File: config.mk
export PLATFORM = sky130hd
export DESIGN_NAME = instr_loader_flat
export DESIGN_NICKNAME = d
export VERILOG_FILES = /design/src/rtl/instr_loader_if.sv /design/src/rtl/instr_loader.sv /design/src/flat_wrapper.sv
export SDC_FILE = /design/constraint.sdc
export NUM_CORES = 1
export LEC_CHECK = 0
export CAP_MARGIN = 15
export CORE_MARGIN = 4
export CORE_UTILIZATION = 55
export CTS_CLUSTER_DIAMETER = 30
export CTS_CLUSTER_SIZE = 30
export DETAILED_ROUTE_END_ITERATION = 12
export DONT_BUFFER_PORTS = 1
export GPL_TIMING_DRIVEN = 0
export PLACE_DENSITY = 0.67
export SYNTH_ARGS = -nofsm -noshare
export SYNTH_HDL_FRONTEND = slang
export SYNTH_SLANG_ARGS = --single-unit
File: constraint.sdc
create_clock -name clk -period 3.75 [get_ports clk]
set_input_delay 0.1875 -clock clk [delete_from_list [all_inputs] [get_ports clk]]
set_output_delay 0.1875 -clock clk [all_outputs]
set_load 0.02 [all_outputs]
File: src/rtl/instr_loader_if.sv
// Bundles the program/consumer control, DDR burst-read and instruction-memory
// write signals of the instruction loader.
interface instr_loader_if #(
  parameter int ADDR_W = 10,
  parameter int DATA_W = 64,
  parameter int DDR_AW = 32
);
  logic              start;
  logic [DDR_AW-1:0] prog_base;
  logic [15:0]       prog_len;
  logic              fetch_instruction_from_ddr;
  logic              i_mem_rd_enable;

  logic              ddr_rd_req;
  logic [DDR_AW-1:0] ddr_rd_addr;
  logic [7:0]        ddr_rd_len;
  logic              ddr_rd_ready;
  logic              ddr_rd_valid;
  logic [DATA_W-1:0] ddr_rd_data;

  logic              i_mem_wr_en;
  logic [ADDR_W-1:0] i_mem_wr_addr;
  logic [DATA_W-1:0] i_mem_wr_data;
  logic              i_mem_empty;
  logic              load_done;
  logic              busy;

  modport master (
    input  start, prog_base, prog_len, fetch_instruction_from_ddr, i_mem_rd_enable,
    input  ddr_rd_ready, ddr_rd_valid, ddr_rd_data,
    output ddr_rd_req, ddr_rd_addr, ddr_rd_len,
    output i_mem_wr_en, i_mem_wr_addr, i_mem_wr_data, i_mem_empty, load_done, busy
  );

  modport slave (
    output start, prog_base, prog_len, fetch_instruction_from_ddr, i_mem_rd_enable,
    output ddr_rd_ready, ddr_rd_valid, ddr_rd_data,
    input  ddr_rd_req, ddr_rd_addr, ddr_rd_len,
    input  i_mem_wr_en, i_mem_wr_addr, i_mem_wr_data, i_mem_empty, load_done, busy
  );
endinterface

File: src/rtl/instr_loader.sv
// Instruction loader: pulls the program from DDR in bursts and fills the
// instruction memory as a circular buffer, tracking occupancy for the consumer.
//
// state | meaning
// IDLE  | waiting for start
// WAIT  | armed; waiting for fetch request and enough free space
// REQ   | burst request held on DDR until accepted
// DATA  | receiving burst beats, one i_mem write per beat
// DONE  | whole program written; start re-arms
module instr_loader #(
  parameter int ADDR_W    = 10,
  parameter int DATA_W    = 64,
  parameter int DDR_AW    = 32,
  parameter int BURST_LEN = 16
) (
  input  logic          clk,
  input  logic          rst_n,
  instr_loader_if.master bus
);

  localparam int                CW      = ADDR_W + 2;
  localparam logic [CW-1:0]     DEPTH_C = CW'(1) << ADDR_W;
  localparam logic [15:0]       BURST16 = 16'(BURST_LEN);

  typedef enum logic [2:0] {
    S_IDLE,
    S_WAIT,
    S_REQ,
    S_DATA,
    S_DONE
  } state_t;

  state_t              r_state;
  state_t              w_state_nxt;

  logic [DDR_AW-1:0]   r_base;
  logic [15:0]         r_remaining;
  logic [15:0]         r_fetched;
  logic [ADDR_W-1:0]   r_wr_ptr;
  logic [ADDR_W:0]     r_count;
  logic [7:0]          r_beats_left;

  logic                r_rd_req;
  logic [DDR_AW-1:0]   r_rd_addr;
  logic [7:0]          r_rd_len;
  logic                r_wr_en;
  logic [ADDR_W-1:0]   r_wr_addr;
  logic [DATA_W-1:0]   r_wr_data;

  logic [7:0]          w_burst_len;
  logic [CW-1:0]       w_occ;
  logic                w_room;
  logic                w_arm;
  logic                w_fire;
  logic                w_accept;
  logic                w_beat;
  logic                w_rd_take;

  assign w_burst_len = (r_remaining < BURST16) ? r_remaining[7:0] : 8'(BURST_LEN);
  // A write still in flight already owns a slot, so count it as occupied.
  assign w_occ       = CW'(r_count) + CW'(r_wr_en);
  assign w_room      = (DEPTH_C - w_occ) >= CW'(w_burst_len);
  assign w_rd_take   = bus.i_mem_rd_enable && (r_count != '0);

  always_ff @(posedge clk or negedge rst_n) begin
    if (!rst_n) begin
      r_state <= S_IDLE;
    end else begin
      r_state <= w_state_nxt;
    end
  end

  always_comb begin
    w_state_nxt = r_state;
    w_arm       = 1'b0;
    w_fire      = 1'b0;
    w_accept    = 1'b0;
    w_beat      = 1'b0;
    case (r_state)
      S_IDLE, S_DONE: begin
        if (bus.start) begin
          w_arm       = 1'b1;
          w_state_nxt = (bus.prog_len == 16'd0) ? S_DONE : S_WAIT;
        end
      end
      S_WAIT: begin
        if (bus.fetch_instruction_from_ddr && (r_remaining != 16'd0) && w_room) begin
          w_fire      = 1'b1;
          w_state_nxt = S_REQ;
        end
      end
      S_REQ: begin
        if (bus.ddr_rd_ready) begin
          w_accept    = 1'b1;
          w_state_nxt = S_DATA;
        end
      end
      S_DATA: begin
        if (bus.ddr_rd_valid) begin
          w_beat = 1'b1;
          if (r_beats_left == 8'd1) begin
            w_state_nxt = (r_remaining == 16'd1) ? S_DONE : S_WAIT;
          end
        end
      end
      default: w_state_nxt = S_IDLE;
    endcase
  end

  always_ff @(posedge clk or negedge rst_n) begin
    if (!rst_n) begin
      r_base       <= '0;
      r_remaining  <= '0;
      r_fetched    <= '0;
      r_wr_ptr     <= '0;
      r_beats_left <= '0;
      r_rd_req     <= 1'b0;
      r_rd_addr    <= '0;
      r_rd_len     <= '0;
      r_wr_en      <= 1'b0;
      r_wr_addr    <= '0;
      r_wr_data    <= '0;
    end else begin
      r_wr_en <= w_beat;
      if (w_arm) begin
        r_base      <= bus.prog_base;
        r_remaining <= bus.prog_len;
        r_fetched   <= '0;
        r_wr_ptr    <= '0;
      end
      if (w_fire) begin
        r_rd_req  <= 1'b1;
        r_rd_addr <= r_base + (DDR_AW'(r_fetched) << 3);
        r_rd_len  <= w_burst_len;
      end
      if (w_accept) begin
        r_rd_req     <= 1'b0;
        r_beats_left <= r_rd_len;
      end
      if (w_beat) begin
        r_wr_addr    <= r_wr_ptr;
        r_wr_data    <= bus.ddr_rd_data;
        r_wr_ptr     <= r_wr_ptr + ADDR_W'(1);
        r_fetched    <= r_fetched + 16'd1;
        r_remaining  <= r_remaining - 16'd1;
        r_beats_left <= r_beats_left - 8'd1;
      end
    end
  end

  // Occupancy: a write and a read in the same cycle cancel out.
  always_ff @(posedge clk or negedge rst_n) begin
    if (!rst_n) begin
      r_count <= '0;
    end else if (w_arm) begin
      r_count <= '0;
    end else if (r_wr_en && !w_rd_take) begin
      r_count <= r_count + (ADDR_W+1)'(1);
    end else if (!r_wr_en && w_rd_take) begin
      r_count <= r_count - (ADDR_W+1)'(1);
    end
  end

  assign bus.ddr_rd_req    = r_rd_req;
  assign bus.ddr_rd_addr   = r_rd_addr;
  assign bus.ddr_rd_len    = r_rd_len;
  assign bus.i_mem_wr_en   = r_wr_en;
  assign bus.i_mem_wr_addr = r_wr_addr;
  assign bus.i_mem_wr_data = r_wr_data;
  assign bus.i_mem_empty   = (r_count == '0);
  assign bus.load_done     = (r_state == S_DONE);
  assign bus.busy          = (r_state == S_WAIT) || (r_state == S_REQ) || (r_state == S_DATA);

endmodule

File: src/flat_wrapper.sv
// flat-port wrapper written by rule: the top's interface ports become plain ports
module instr_loader_flat 
#(
  parameter int ADDR_W    = 10,
  parameter int DATA_W    = 64,
  parameter int DDR_AW    = 32,
  parameter int BURST_LEN = 16
)
  (clk, rst_n, bus_start, bus_prog_base, bus_prog_len, bus_fetch_instruction_from_ddr, bus_i_mem_rd_enable, bus_ddr_rd_ready, bus_ddr_rd_valid, bus_ddr_rd_data, bus_ddr_rd_req, bus_ddr_rd_addr, bus_ddr_rd_len, bus_i_mem_wr_en, bus_i_mem_wr_addr, bus_i_mem_wr_data, bus_i_mem_empty, bus_load_done, bus_busy);
  instr_loader_if #(.ADDR_W(ADDR_W), .DATA_W(DATA_W), .DDR_AW(DDR_AW)) bus_i ();
  input  logic clk;
  input  logic rst_n;
  input wire logic [$bits(bus_i.start)-1:0] bus_start;
  input wire logic [$bits(bus_i.prog_base)-1:0] bus_prog_base;
  input wire logic [$bits(bus_i.prog_len)-1:0] bus_prog_len;
  input wire logic [$bits(bus_i.fetch_instruction_from_ddr)-1:0] bus_fetch_instruction_from_ddr;
  input wire logic [$bits(bus_i.i_mem_rd_enable)-1:0] bus_i_mem_rd_enable;
  input wire logic [$bits(bus_i.ddr_rd_ready)-1:0] bus_ddr_rd_ready;
  input wire logic [$bits(bus_i.ddr_rd_valid)-1:0] bus_ddr_rd_valid;
  input wire logic [$bits(bus_i.ddr_rd_data)-1:0] bus_ddr_rd_data;
  output wire logic [$bits(bus_i.ddr_rd_req)-1:0] bus_ddr_rd_req;
  output wire logic [$bits(bus_i.ddr_rd_addr)-1:0] bus_ddr_rd_addr;
  output wire logic [$bits(bus_i.ddr_rd_len)-1:0] bus_ddr_rd_len;
  output wire logic [$bits(bus_i.i_mem_wr_en)-1:0] bus_i_mem_wr_en;
  output wire logic [$bits(bus_i.i_mem_wr_addr)-1:0] bus_i_mem_wr_addr;
  output wire logic [$bits(bus_i.i_mem_wr_data)-1:0] bus_i_mem_wr_data;
  output wire logic [$bits(bus_i.i_mem_empty)-1:0] bus_i_mem_empty;
  output wire logic [$bits(bus_i.load_done)-1:0] bus_load_done;
  output wire logic [$bits(bus_i.busy)-1:0] bus_busy;
  assign bus_i.start = bus_start;
  assign bus_i.prog_base = bus_prog_base;
  assign bus_i.prog_len = bus_prog_len;
  assign bus_i.fetch_instruction_from_ddr = bus_fetch_instruction_from_ddr;
  assign bus_i.i_mem_rd_enable = bus_i_mem_rd_enable;
  assign bus_i.ddr_rd_ready = bus_ddr_rd_ready;
  assign bus_i.ddr_rd_valid = bus_ddr_rd_valid;
  assign bus_i.ddr_rd_data = bus_ddr_rd_data;
  assign bus_ddr_rd_req = bus_i.ddr_rd_req;
  assign bus_ddr_rd_addr = bus_i.ddr_rd_addr;
  assign bus_ddr_rd_len = bus_i.ddr_rd_len;
  assign bus_i_mem_wr_en = bus_i.i_mem_wr_en;
  assign bus_i_mem_wr_addr = bus_i.i_mem_wr_addr;
  assign bus_i_mem_wr_data = bus_i.i_mem_wr_data;
  assign bus_i_mem_empty = bus_i.i_mem_empty;
  assign bus_load_done = bus_i.load_done;
  assign bus_busy = bus_i.busy;
  instr_loader #(.ADDR_W(ADDR_W), .DATA_W(DATA_W), .DDR_AW(DDR_AW), .BURST_LEN(BURST_LEN)) u_core (.clk(clk), .rst_n(rst_n), .bus(bus_i));
endmodule
==> flow_summary_export.csv, run 1 <==
group,metric,value,unit
die,die_h,147.9,um
placement,gp_congestion,0.9129,
setup_path,timing.reg2reg.worst_path_depth,16,
routing,route.final.wire_length,30.25,mm
global_route,antenna_found_initial,0,
setup_path,worst-path-max-fanout,10,
setup_path,worst_ep_arrival_time,3.93,ns
outcome,failing_checks,"hold timing",
cells_and_area,num_antenna_cells,0,
pwr,share_clk_of_total_power,33.0,%
yosys,synth.largest_area_cell,"sky130_fd_sc_hd__dfrtp_1",
timing,worst_clock_skew,0.01855,ns
cells_and_area,finalNetCount,1572,
cells_and_area,layoutNonFillerInstCount,1691,
pwr,netSwitchingPower,4913,uW
die,fp-row-count,50,
yosys,ys.warnings.count,0,
timing,whs,-0.6328,ns
pwr,pwr-share-seq,36.1,%
global_route,grt_remaining_overflow,0,
clocking,worst_setup_hold_path_clk_slew,0.05,ns
yosys,post-synth-top-area-fraction,49.26,%
yosys,average_instance_area_after_synthesis,8.799,sq um
routing,vias,9375,
hold_path,hold_crit_path_type,"primary input to async pin",
routing,detail-route-antenna-nets,0,
routing,vias_per_cell,5.544,
clocking,cell_at_the_root_of_the_clock_tree,"sky130_fd_sc_hd__clkbuf_16",
global_route,grt_start_max_net_pins,213,
cells_and_area,layout.cells.most_common,"sky130_fd_sc_hd__nand2_1",
routing,drt_iter0_drc,595,
timing,worst-slew-pin-transition,0.8688,ns
timing,final_worst_path_period_share,94.56,%
setup_path,critical_path_required,4.13,ns
placement,numPortBuffers,0,
routing,route.detailed.wl_per_inst,17.89,um
setup_path,reg2reg_slack,0.20,ns
yosys,yosysUniqueCellTypes,74,
yosys,postSynth.asyncResetShare,100.0,%
setup_path,endpoint,"u_core.bus.ddr_rd_req",
placement,dpl.hpwl,19.65,mm
global_route,grt_use_total,27.04,%
yosys,sequential_fraction_of_the_synthesis_area,49.26,%
pwr,netSwitchingFraction,39.29,%
clocking,cts_buf_count,46,
timing,post-route-min-period,3.546,ns
yosys,dominantRegCellSynth,"sky130_fd_sc_hd__dfrtp_1",
global_route,first_global_vias,9414,
clocking,h-tree-depth,2,
cells_and_area,final_layout_size_suffix_gt1_share,8.665,%
pwr,vdd.ir_drop.worst,0.5437,mV
pwr,power_density,894.8,nW/um^2
placement,placed_cells,1487,
yosys,postSynthRegisterBits,212,
timing,setup_viol_count_final,0,
setup_path,crit-reg2reg-capture,"u_core.bus.ddr_rd_req",
setup_path,startpoint,"u_core.r_remaining[6]",
flow_run,drv_cap,0,
pwr,pwr-share-comb,31.0,%
timing,slew_limit_headroom,41.64,%
die,start_util,56.82,%
setup_path,startpoint_type,"flop",
yosys,synth_edf_count,0,
clocking,cts_hold_buffers,114,
timing,timing_hold_violations_final,212,
routing,drt_drc_violations_left,0,
setup_path,regToRegStartpoint,"u_core.r_remaining[6]",
cells_and_area,nFillCells,1380,
clocking,clk-insertion-delay-late,0.53,ns
clocking,numClockSinks,212,
setup_path,crit_type,"flop to flop",
die,placeableCoreArea,18960,sq um
die,count_of_boundary_i_o_pins,238,
die,die_area,21880,sq um
timing,achievable-frequency,0.2820,GHz
yosys,syn-instance-count,1224,
outcome,status,"complete, but fails checks",
pwr,p_int,7591,uW
pwr,total_leakage_power,0.006753,uW
clocking,cts_tree,"yes",
global_route,first_pass_grt_wire_length,48.38,mm
timing,slew_violations,0,
yosys,post_synth_instance_area,10770,sq um
cells_and_area,flow.area_growth_from_synthesis,29.74,%
clocking,cts-root-to-sink-buffers,3,
cells_and_area,layout.cells.most_common_list,"sky130_fd_sc_hd__nand2_1 (429), sky130_fd_sc_hd__dfrtp_1 (211), sky130_fd_sc_hd__dlygate4sd3_1 (114), sky130_fd_sc_hd__o21ai_0 (70), sky130_fd_sc_hd__ha_1 (55)",
routing,number_of_optimization_iterations_in_the_first_detailed_route_pass,5,
die,dieWidth,147.9,um
setup_path,worst_setup_path_end_kind,"flop",
yosys,synthTopCellsByArea,"sky130_fd_sc_hd__dfrtp_1 (49%), sky130_fd_sc_hd__nand2_1 (15%), sky130_fd_sc_hd__ha_1 (6.5%)",
[worst max-delay path, stage by stage (launching register included)]
cell and delay, ns:
sky130_fd_sc_hd__dfrtp_1 0.45, sky130_fd_sc_hd__nor4_4 0.40, sky130_fd_sc_hd__nand2b_1 0.17, sky130_fd_sc_hd__nor4bb_2 0.32, sky130_fd_sc_hd__buf_4 0.19, sky130_fd_sc_hd__and2_1 0.18, sky130_fd_sc_hd__ha_1 0.25, sky130_fd_sc_hd__nand2b_1 0.14
sky130_fd_sc_hd__nand3_1 0.08, sky130_fd_sc_hd__a21oi_1 0.09, sky130_fd_sc_hd__o311ai_2 0.24, sky130_fd_sc_hd__a41oi_2 0.23, sky130_fd_sc_hd__and2_4 0.22, sky130_fd_sc_hd__buf_6 0.13, sky130_fd_sc_hd__buf_6 0.15, sky130_fd_sc_hd__nor2_1 0.11
sky130_fd_sc_hd__nor2_1 0.05
[metrics by stage]
step	cell area, sq um	setup TNS (ns)	setup WS [ns]	power, uW	utilization [%]
6_report	13970	0	0.2040	12500	73.72
5_1_grt	13970	-0.003328	-0.003328	13310	73.72
4_1_cts	13880	0	0.001614	12370	73.23
3_5_place_dp	11110	-0.7237	-0.3799	8075	58.61
3_3_place_gp	11100	-0.4944	-0.3851	7958	58.57
2_1_floorplan	10780	0	0.1631	7108	-
[flip-flops by register name (all words and copies together), names as in the netlist]
name	cells
u_core.r_wr_ptr	10
u_core.r_base	32
u_core.bus.ddr_rd_req	1
u_core.bus.i_mem_wr_addr	10
u_core.bus.i_mem_wr_en	1
u_core.r_state	3
u_core.r_remaining	16
u_core.r_beats_left	8
u_core.bus.i_mem_wr_data	64
u_core.bus.ddr_rd_addr	32
u_core.bus.ddr_rd_len	8
u_core.r_fetched	16
u_core.r_count	11
[final cells by class]
type | instances | area [sq um] | area share (%)
inverter | 44 | 168.9 | 1.209
sequential | 212 | 5306 | 37.97
buffer | 47 | 205.2 | 1.468
clock buffer | 61 | 1319 | 9.438
multi-input combinational | 923 | 5169 | 36.99
clock inverter | 23 | 286.5 | 2.051
tap | 260 | 325.3 | 2.328
timing repair buffer | 121 | 1194 | 8.542
[worst min path at each step]
| stage | from | endpoint | slack, ns | depth (start not counted) |
|---|---|---|---|---|
| final | rst_n | u_core.r_count[6] | -0.63 | 0 |
| after global routing | rst_n | u_core.bus.ddr_rd_addr[24] | -0.67 | 0 |
| after floorplan | rst_n | u_core.bus.ddr_rd_addr[0] | -0.11 | 0 |
| after CTS | rst_n | u_core.bus.ddr_rd_addr[24] | -0.66 | 0 |
| after global placement | rst_n | u_core.r_count[6] | -0.10 | 0 |
| after detailed placement | rst_n | u_core.r_count[8] | -0.10 | 0 |
[power groups by stage]
stage | combinational [uW] | clock [uW] | sequential [uW]
finish | 3870 | 4120 | 4510
detailed placement | 3570 | 0 | 4510
global route | 4410 | 4300 | 4600
global placement | 3460 | 0 | 4500
floorplan | 2860 | 0 | 4250
CTS | 3720 | 4160 | 4490
[cells by family (layout without fill, tap and decap cells)]
kind of cell | count (synthesis) | in the layout | synth area share, %
buffers and inverters | 91 | 296 | 3.392
DFF | 212 | 212 | 49.26
adders and majority gates | 58 | 58 | 6.877
other | 1 | 3 | 0.03482
AOI/OAI and AO/OA | 215 | 215 | 13.16
xor gates and xnor gates | 32 | 32 | 2.602
and+or+nand+nor | 608 | 608 | 23.98
muxes | 7 | 7 | 0.6970
[cells in the mapped netlist (9+ instances only)]
cell / count
sky130_fd_sc_hd__nand2_1: 430
sky130_fd_sc_hd__dfrtp_1: 212
sky130_fd_sc_hd__o21ai_0: 70
sky130_fd_sc_hd__ha_1: 56
sky130_fd_sc_hd__nor2_1: 53
sky130_fd_sc_hd__a21oi_1: 45
sky130_fd_sc_hd__nand3_1: 45
sky130_fd_sc_hd__inv_1: 42
sky130_fd_sc_hd__clkbuf_1: 33
sky130_fd_sc_hd__xnor2_1: 16
sky130_fd_sc_hd__xor2_1: 16
sky130_fd_sc_hd__o211ai_1: 12
sky130_fd_sc_hd__a21o_1: 11
sky130_fd_sc_hd__nor3_1: 10
sky130_fd_sc_hd__nand4_1: 9
[repair_timing]
action	4_1_cts	5_1_grt
pin swaps	1	5
endpoints found under the setup margin	26	45
setup buffers	1	5
hold endpoints to repair	327	212
resized for setup	6	12
[routing by layer]
metal  vias to the layer above  wire [um]  track usage, %
li1                       4512          -               -
met1                      4509      12810           35.69
met2                       288      14640           44.60
met3                        66       1949           5.886
met4                         0        845           9.284
met5                         -          0               0
Power figures use the tool's default switching activity.
==> inputs of run 2 (changes only) <==
--- a/config.mk
+++ b/config.mk
@@ -5,15 +5,14 @@
 export SDC_FILE = /design/constraint.sdc
 export NUM_CORES = 1
 export LEC_CHECK = 0
+export BUFFER_PORTS_ARGS = -buffer_cell sky130_fd_sc_hd__buf_2
 export CAP_MARGIN = 15
-export CORE_MARGIN = 4
 export CORE_UTILIZATION = 55
 export CTS_CLUSTER_DIAMETER = 30
 export CTS_CLUSTER_SIZE = 30
 export DETAILED_ROUTE_END_ITERATION = 12
-export DONT_BUFFER_PORTS = 1
-export GPL_TIMING_DRIVEN = 0
-export PLACE_DENSITY = 0.67
+export GPL_TIMING_DRIVEN = 1
+export PLACE_DENSITY = 0.78
 export SYNTH_ARGS = -nofsm -noshare
 export SYNTH_HDL_FRONTEND = slang
 export SYNTH_SLANG_ARGS = --single-unit
==> flow_summary_export.csv, run 2 (synthesis results as in run 1) <==
group,metric,value,unit
outcome,status,"finished, final reports clean",
setup_path,reg2reg_slack,0.25,ns
die,dieWidth,141.9,um
routing,drt_iter0_drc,772,
setup_path,crit_type,"flop to flop",
cells_and_area,layout.cells.most_common_list,"sky130_fd_sc_hd__nand2_1 (428), sky130_fd_sc_hd__buf_2 (236), sky130_fd_sc_hd__dfrtp_1 (212), sky130_fd_sc_hd__dlygate4sd3_1 (112), sky130_fd_sc_hd__o21ai_0 (70)",
die,die_area,20150,sq um
global_route,first_pass_grt_wire_length,51.41,mm
flow_run,drv_cap,0,
setup_path,timing.reg2reg.worst_path_depth,16,
timing,post-route-min-period,3.502,ns
timing,setup_slack,0.2478,ns
placement,pre_cts_ws,0.1761,ns
cells_and_area,layout.cells.most_common,"sky130_fd_sc_hd__nand2_1",
setup_path,critical_path_required,4.15,ns
routing,vias,10460,
clocking,h-tree-depth,2,
clocking,worst_setup_hold_path_clk_slew,0.04,ns
die,count_of_boundary_i_o_pins,238,
hold_path,hold_crit_path_type,"primary input to flop",
placement,place_area,12240,sq um
cells_and_area,final_layout_size_suffix_gt1_share,22.22,%
routing,drt_drc_violations_left,0,
timing,slew_violations,0,
setup_path,crit-reg2reg-capture,"u_core.r_count[8]",
timing,setup_repair_after_global_routing_missed_its_margin,"no",
hold_path,worst_hold_path.num_cells,3,
clocking,cell_at_the_root_of_the_clock_tree,"sky130_fd_sc_hd__clkbuf_16",
die,die_h,141.9,um
timing,setup_viol_count_final,0,
timing,timing_hold_violations_final,0,
cells_and_area,finalNetCount,1768,
placement,gp_congestion,0.9171,
setup_path,worst_ep_arrival_time,3.90,ns
setup_path,worst-path-max-fanout,5,
die,start_util,56.82,%
clocking,cts_tree,"yes",
placement,numPortBuffers,237,
cells_and_area,nFillCells,1174,
cells_and_area,flow.area_growth_from_synthesis,40.04,%
pwr,vdd.ir_drop.worst,0.5507,mV
timing,final_worst_path_period_share,93.39,%
timing,slew_limit_headroom,38.05,%
routing,detail-route-antenna-nets,0,
placement,dpl.hpwl,18.22,mm
global_route,grt_use_total,32.07,%
timing,setup_total_negative_slack,0,ns
timing,worst_clock_skew,0.01646,ns
global_route,antenna_found_initial,0,
timing,achievable-frequency,0.2855,GHz
cells_and_area,max_ffs_per_register,64,
hold_path,hold_path_end,"u_core.r_remaining[0]",
clocking,cts-root-to-sink-buffers,3,
routing,route.detailed.wl_per_inst,17.12,um
setup_path,startpoint_type,"flop",
global_route,grt_remaining_overflow,0,
setup_path,regToRegStartpoint,"u_core.r_count[8]",
global_route,grt_start_max_net_pins,112,
routing,vias_per_cell,5.535,
pwr,power_density,877.5,nW/um^2
routing,route.final.wire_length,32.36,mm
die,placeableCoreArea,18960,sq um
setup_path,worst_setup_path_end_kind,"flop",
clocking,numClockSinks,212,
clocking,post_cts.repair.setup_buffers,0,
cells_and_area,utilization,79.57,%
pwr,total_leakage_power,0.007796,uW
global_route,first_global_vias,10540,
hold_path,beginning_of_the_worst_hold_path,"bus_prog_len[0]",
die,fp-row-count,50,
clocking,cts_buf_count,47,
cells_and_area,post-route-cell-area,15080,sq um
clocking,clk-insertion-delay-late,0.53,ns
routing,number_of_optimization_iterations_in_the_first_detailed_route_pass,5,
timing,worst-slew-pin-transition,0.9292,ns
[run 2: cell type report]
class	count	area (sq um)	share of cell area (%)
clock inverter	30	364.1	2.414
tap	260	325.3	2.157
clock buffer	57	1316	8.727
antenna	1	2.502	0.01659
sequential	212	5305	35.17
multi-input combinational	923	5141	34.09
timing repair buffer	363	2464	16.33
inverter	44	165.2	1.095
[run 2: worst max-delay path, stage by stage, from the launching register on]
cell,delay (ns)
sky130_fd_sc_hd__dfrtp_1,0.40
sky130_fd_sc_hd__inv_1,0.08
sky130_fd_sc_hd__ha_1,0.20
sky130_fd_sc_hd__and4_1,0.19
sky130_fd_sc_hd__and4_1,0.20
sky130_fd_sc_hd__nand2b_1,0.15
sky130_fd_sc_hd__ha_1,0.25
sky130_fd_sc_hd__inv_1,0.16
sky130_fd_sc_hd__buf_4,0.16
sky130_fd_sc_hd__ha_1,0.26
sky130_fd_sc_hd__a21oi_1,0.16
sky130_fd_sc_hd__o21bai_1,0.11
sky130_fd_sc_hd__a21o_1,0.21
sky130_fd_sc_hd__a31o_2,0.27
sky130_fd_sc_hd__a21oi_1,0.19
sky130_fd_sc_hd__nor3b_1,0.07
sky130_fd_sc_hd__a2111oi_1,0.34
[run 2: per-layer routing]
metal / global-route usage [%] / vias to the layer above / part of all wire [%]
met2: 54.47 / 419 / 49
met4: 16.98 / 0 / 4.5
met5: 0 / - / 0
li1: - / 4881 / -
met3: 5.350 / 129 / 5.7
met1: 39.36 / 5032 / 40
[run 2: repair_timing]
action	CTS	global route
endpoints found under the setup margin	0	30
resized for setup	0	4
hold endpoints to repair	219	0
hold buffers	112	0
[run 2: how the worst max path moves through the flow]
| stage | start | to | depth (start not counted) |
|---|---|---|---|
| global placement | u_core.r_count[8] | u_core.r_count[9] | 16 |
| global route | u_core.r_count[8] | u_core.r_count[8] | 16 |
| CTS | u_core.r_count[8] | u_core.r_count[9] | 16 |
| floorplan | u_core.r_count[8] | u_core.r_count[9] | 16 |
| detailed placement | u_core.r_count[8] | u_core.r_count[9] | 16 |
| finish | u_core.r_count[8] | u_core.r_count[8] | 16 |
[run 2: through the flow]
| stage | std cells | power, uW | hold WS (ns) |
|---|---|---|---|
| final | 1890 | 13240 | 0.01305 |
| after global routing | 1889 | 14000 | 0.03452 |
| after CTS | 1888 | 13040 | 0.01143 |
| after detailed placement | 1689 | 8540 | 0.3800 |
| after global placement | 1689 | 8398 | 0.3732 |
| after floorplan | 1226 | 7108 | -0.1081 |
[run 2: where the power goes]
group | leakage, uW | switching, uW | internal (uW) | total [uW]
sequential | 0.00271 | 685 | 3160 | 3840
clock | 0.000827 | 1350 | 2970 | 4330
combinational | 0.00426 | 3140 | 1930 | 5070
total | 0.00780 | 5170 | 8060 | 13200
==> inputs of run 3 (changes only) <==
--- a/config.mk
+++ b/config.mk
@@ -7,7 +7,9 @@
 export LEC_CHECK = 0
 export BUFFER_PORTS_ARGS = -buffer_cell sky130_fd_sc_hd__buf_2
 export CAP_MARGIN = 15
-export CORE_UTILIZATION = 55
+export CELL_PAD_IN_SITES_DETAIL_PLACEMENT = 1
+export CELL_PAD_IN_SITES_GLOBAL_PLACEMENT = 1
+export CORE_UTILIZATION = 41
 export CTS_CLUSTER_DIAMETER = 30
 export CTS_CLUSTER_SIZE = 30
 export DETAILED_ROUTE_END_ITERATION = 12
==> flow_summary_export.csv, run 3 (synthesis results as in run 1) <==
group,metric,value,unit
global_route,first_pass_grt_wire_length,62.67,mm
routing,detail-route-antenna-nets,0,
die,count_of_boundary_i_o_pins,238,
setup_path,worst-path-buf-inv,1,
die,dieWidth,164.1,um
setup_path,cpPeakStageDelay,0.45,ns
timing,worst_clock_skew,0.01660,ns
timing,achievable-frequency,0.2805,GHz
cells_and_area,max_ffs_per_register,64,
setup_path,crit_type,"flop to flop",
setup_path,critPathSlowestCell,"sky130_fd_sc_hd__or3_4",
pwr,power_density,908.3,nW/um^2
die,fp-row-count,58,
setup_path,worst-path-max-fanout,14,
clocking,worst_setup_hold_path_clk_slew,0.05,ns
outcome,status,"finished, final reports clean",
routing,route.final.wire_length,39.63,mm
global_route,grt_use_met1,35.43,%
cells_and_area,layout.cells.most_common_list,"sky130_fd_sc_hd__nand2_1 (428), sky130_fd_sc_hd__buf_2 (236), sky130_fd_sc_hd__dfrtp_1 (212), sky130_fd_sc_hd__dlygate4sd3_1 (113), sky130_fd_sc_hd__o21ai_0 (70)",
global_route,groute.layer.met3.usage,5.101,%
die,placeableCoreArea,25470,sq um
routing,drt_drc_violations_left,0,
global_route,grt_busiest_layer,"met2",
global_route,global_route.usage.met2,52.32,%
cells_and_area,finalNetCount,1778,
pwr,design_power_total,14010,uW
routing,number_of_optimization_iterations_in_the_first_detailed_route_pass,7,
die,die_area,26920,sq um
global_route,grt_start_max_net_pins,97,
pwr,vdd.ir_drop.worst,0.4211,mV
timing,slew_violations,0,
clocking,cts_buf_count,53,
setup_path,startpoint_type,"flop",
clocking,clk-insertion-delay-late,0.56,ns
global_route,antenna_found_initial,1,
timing,worst-slew-pin-transition,0.9080,ns
placement,gp_congestion,0.7959,
placement,numPortBuffers,237,
die,start_util,42.28,%
cells_and_area,layout.cells.most_common,"sky130_fd_sc_hd__nand2_1",
routing,drt_iter0_drc,793,
timing,timing_hold_violations_final,0,
clocking,cell_at_the_root_of_the_clock_tree,"sky130_fd_sc_hd__clkbuf_16",
cells_and_area,layoutNonFillerInstCount,1976,
hold_path,hold_crit_path_type,"primary input to flop",
global_route,first_global_vias,11780,
routing,vias,10660,
cells_and_area,flow.area_growth_from_synthesis,43.24,%
setup_path,critical_path_required,4.18,ns
routing,route.detailed.wl_per_inst,20.06,um
pwr,total_leakage_power,0.007898,uW
setup_path,worst_setup_path_end_kind,"flop",
setup_path,path_delay_family,"simple AND/OR/NAND/NOR gates",
timing,slew_limit_headroom,39.34,%
cells_and_area,final_layout_size_suffix_gt1_share,23.05,%
flow_run,drv_cap,0,
die,die_h,164.1,um
routing,vias_per_cell,5.393,
clocking,cts-root-to-sink-buffers,3,
global_route,grt_remaining_overflow,0,
clocking,cts_tree,"yes",
global_route,grt_use_total,29.93,%
placement,placed_cells,1762,
clocking,numClockSinks,212,
clocking,h-tree-depth,2,
timing,setup_viol_count_final,0,
timing,setup_total_negative_slack,0,ns
timing,post-route-min-period,3.566,ns
timing,final_worst_path_period_share,95.08,%
placement,dpl.hpwl,22.17,mm
setup_path,worst_ep_arrival_time,4.00,ns
setup_path,crit_path_cell_trace,"or3_4 > nor2_1 > nor4bb_4 > buf_4 > and2_1 > ha_1 > nand2b_1 > nand3_1 > a21oi_1 > o311ai_1 > a41oi_2 > and2_4 > mux2_4",
-- run 3: cell types whose count changed in the layout (fill, tap and decap cells not counted), moves of 3 or more --
| cell | delta |
|---|---|
| sky130_fd_sc_hd__a21oi_1 | -3 |
| sky130_fd_sc_hd__a21oi_2 | +3 |
| sky130_fd_sc_hd__buf_4 | +3 |
| sky130_fd_sc_hd__clkbuf_1 | +6 |
| sky130_fd_sc_hd__clkbuf_16 | +4 |
| sky130_fd_sc_hd__clkbuf_8 | +4 |
| sky130_fd_sc_hd__clkinv_2 | -3 |
-- run 3: area by class of cell --
class | instances | area (sq um)
fill | 2941 | 10040
sequential | 212 | 5305
multi-input combinational | 923 | 5202
timing repair buffer | 367 | 2484
clock buffer | 73 | 1533
tap | 330 | 412.9
clock inverter | 25 | 320.3
inverter | 44 | 165.2
antenna | 2 | 5.005
-- run 3: what timing repair did --
action,CTS,global route
hold buffers,113,0
pin swaps,1,4
setup buffers,0,1
hold endpoints to repair,205,0
resized for setup,3,12
setup endpoints to repair,2,25
-- run 3: final timing paths --
path / startpoint / end / slack (ns) / cells after the start
worst max register to register: u_core.r_remaining[11] / u_core.bus.ddr_rd_len[0] / 0.18 / 13
min in group asynchronous: rst_n / u_core.r_base[24] / 0.23 / 2
worst max-delay path: u_core.r_remaining[11] / u_core.bus.ddr_rd_len[0] / 0.18 / 13
worst min-delay path: bus_ddr_rd_ready / u_core.r_state[0] / 0.07 / 5
max in group asynchronous: rst_n / u_core.bus.ddr_rd_addr[10] / 2.53 / 3
worst min register to register: u_core.bus.i_mem_wr_addr[2] / u_core.bus.i_mem_wr_addr[2] / 0.47 / 2
-- run 3: power by group --
| group | leakage [uW] | internal, uW | switching, uW |
|---|---|---|---|
| Combinational | 0.00428 | 2010 | 3370 |
| Sequential | 0.00271 | 3160 | 736 |
| Clock | 0.000903 | 3250 | 1500 |
-- run 3: metrics by stage --
step	setup WS, ns	utilization, %	cell area [sq um]	hold WS (ns)
after floorplan	0.1631	-	10780	-0.1081
after global placement	0.2356	48.50	12350	0.2691
after detailed placement	0.03799	48.50	12350	0.2690
after CTS	0.06047	60.26	15350	0.04788
after global routing	-0.02515	60.56	15420	0.08033
final	0.1844	60.57	15430	0.06634
-- run 3: worst register-to-register path, stage by stage (launching register included) --
cell and delay [ns]:
sky130_fd_sc_hd__dfrtp_1 0.44, sky130_fd_sc_hd__or3_4 0.45, sky130_fd_sc_hd__nor2_1 0.18, sky130_fd_sc_hd__nor4bb_4 0.25
sky130_fd_sc_hd__buf_4 0.20, sky130_fd_sc_hd__and2_1 0.18, sky130_fd_sc_hd__ha_1 0.24, sky130_fd_sc_hd__nand2b_1 0.16
sky130_fd_sc_hd__nand3_1 0.09, sky130_fd_sc_hd__a21oi_1 0.07, sky130_fd_sc_hd__o311ai_1 0.31, sky130_fd_sc_hd__a41oi_2 0.27
sky130_fd_sc_hd__and2_4 0.31, sky130_fd_sc_hd__mux2_4 0.31
-- run 3: routing by layer --
layer  wire length, um  vias to the layer above
met3              1611                      116
met4              1629                        0
met5                 0                        -
met1             15890                     5314
li1                  -                     4916
met2             20510                      311
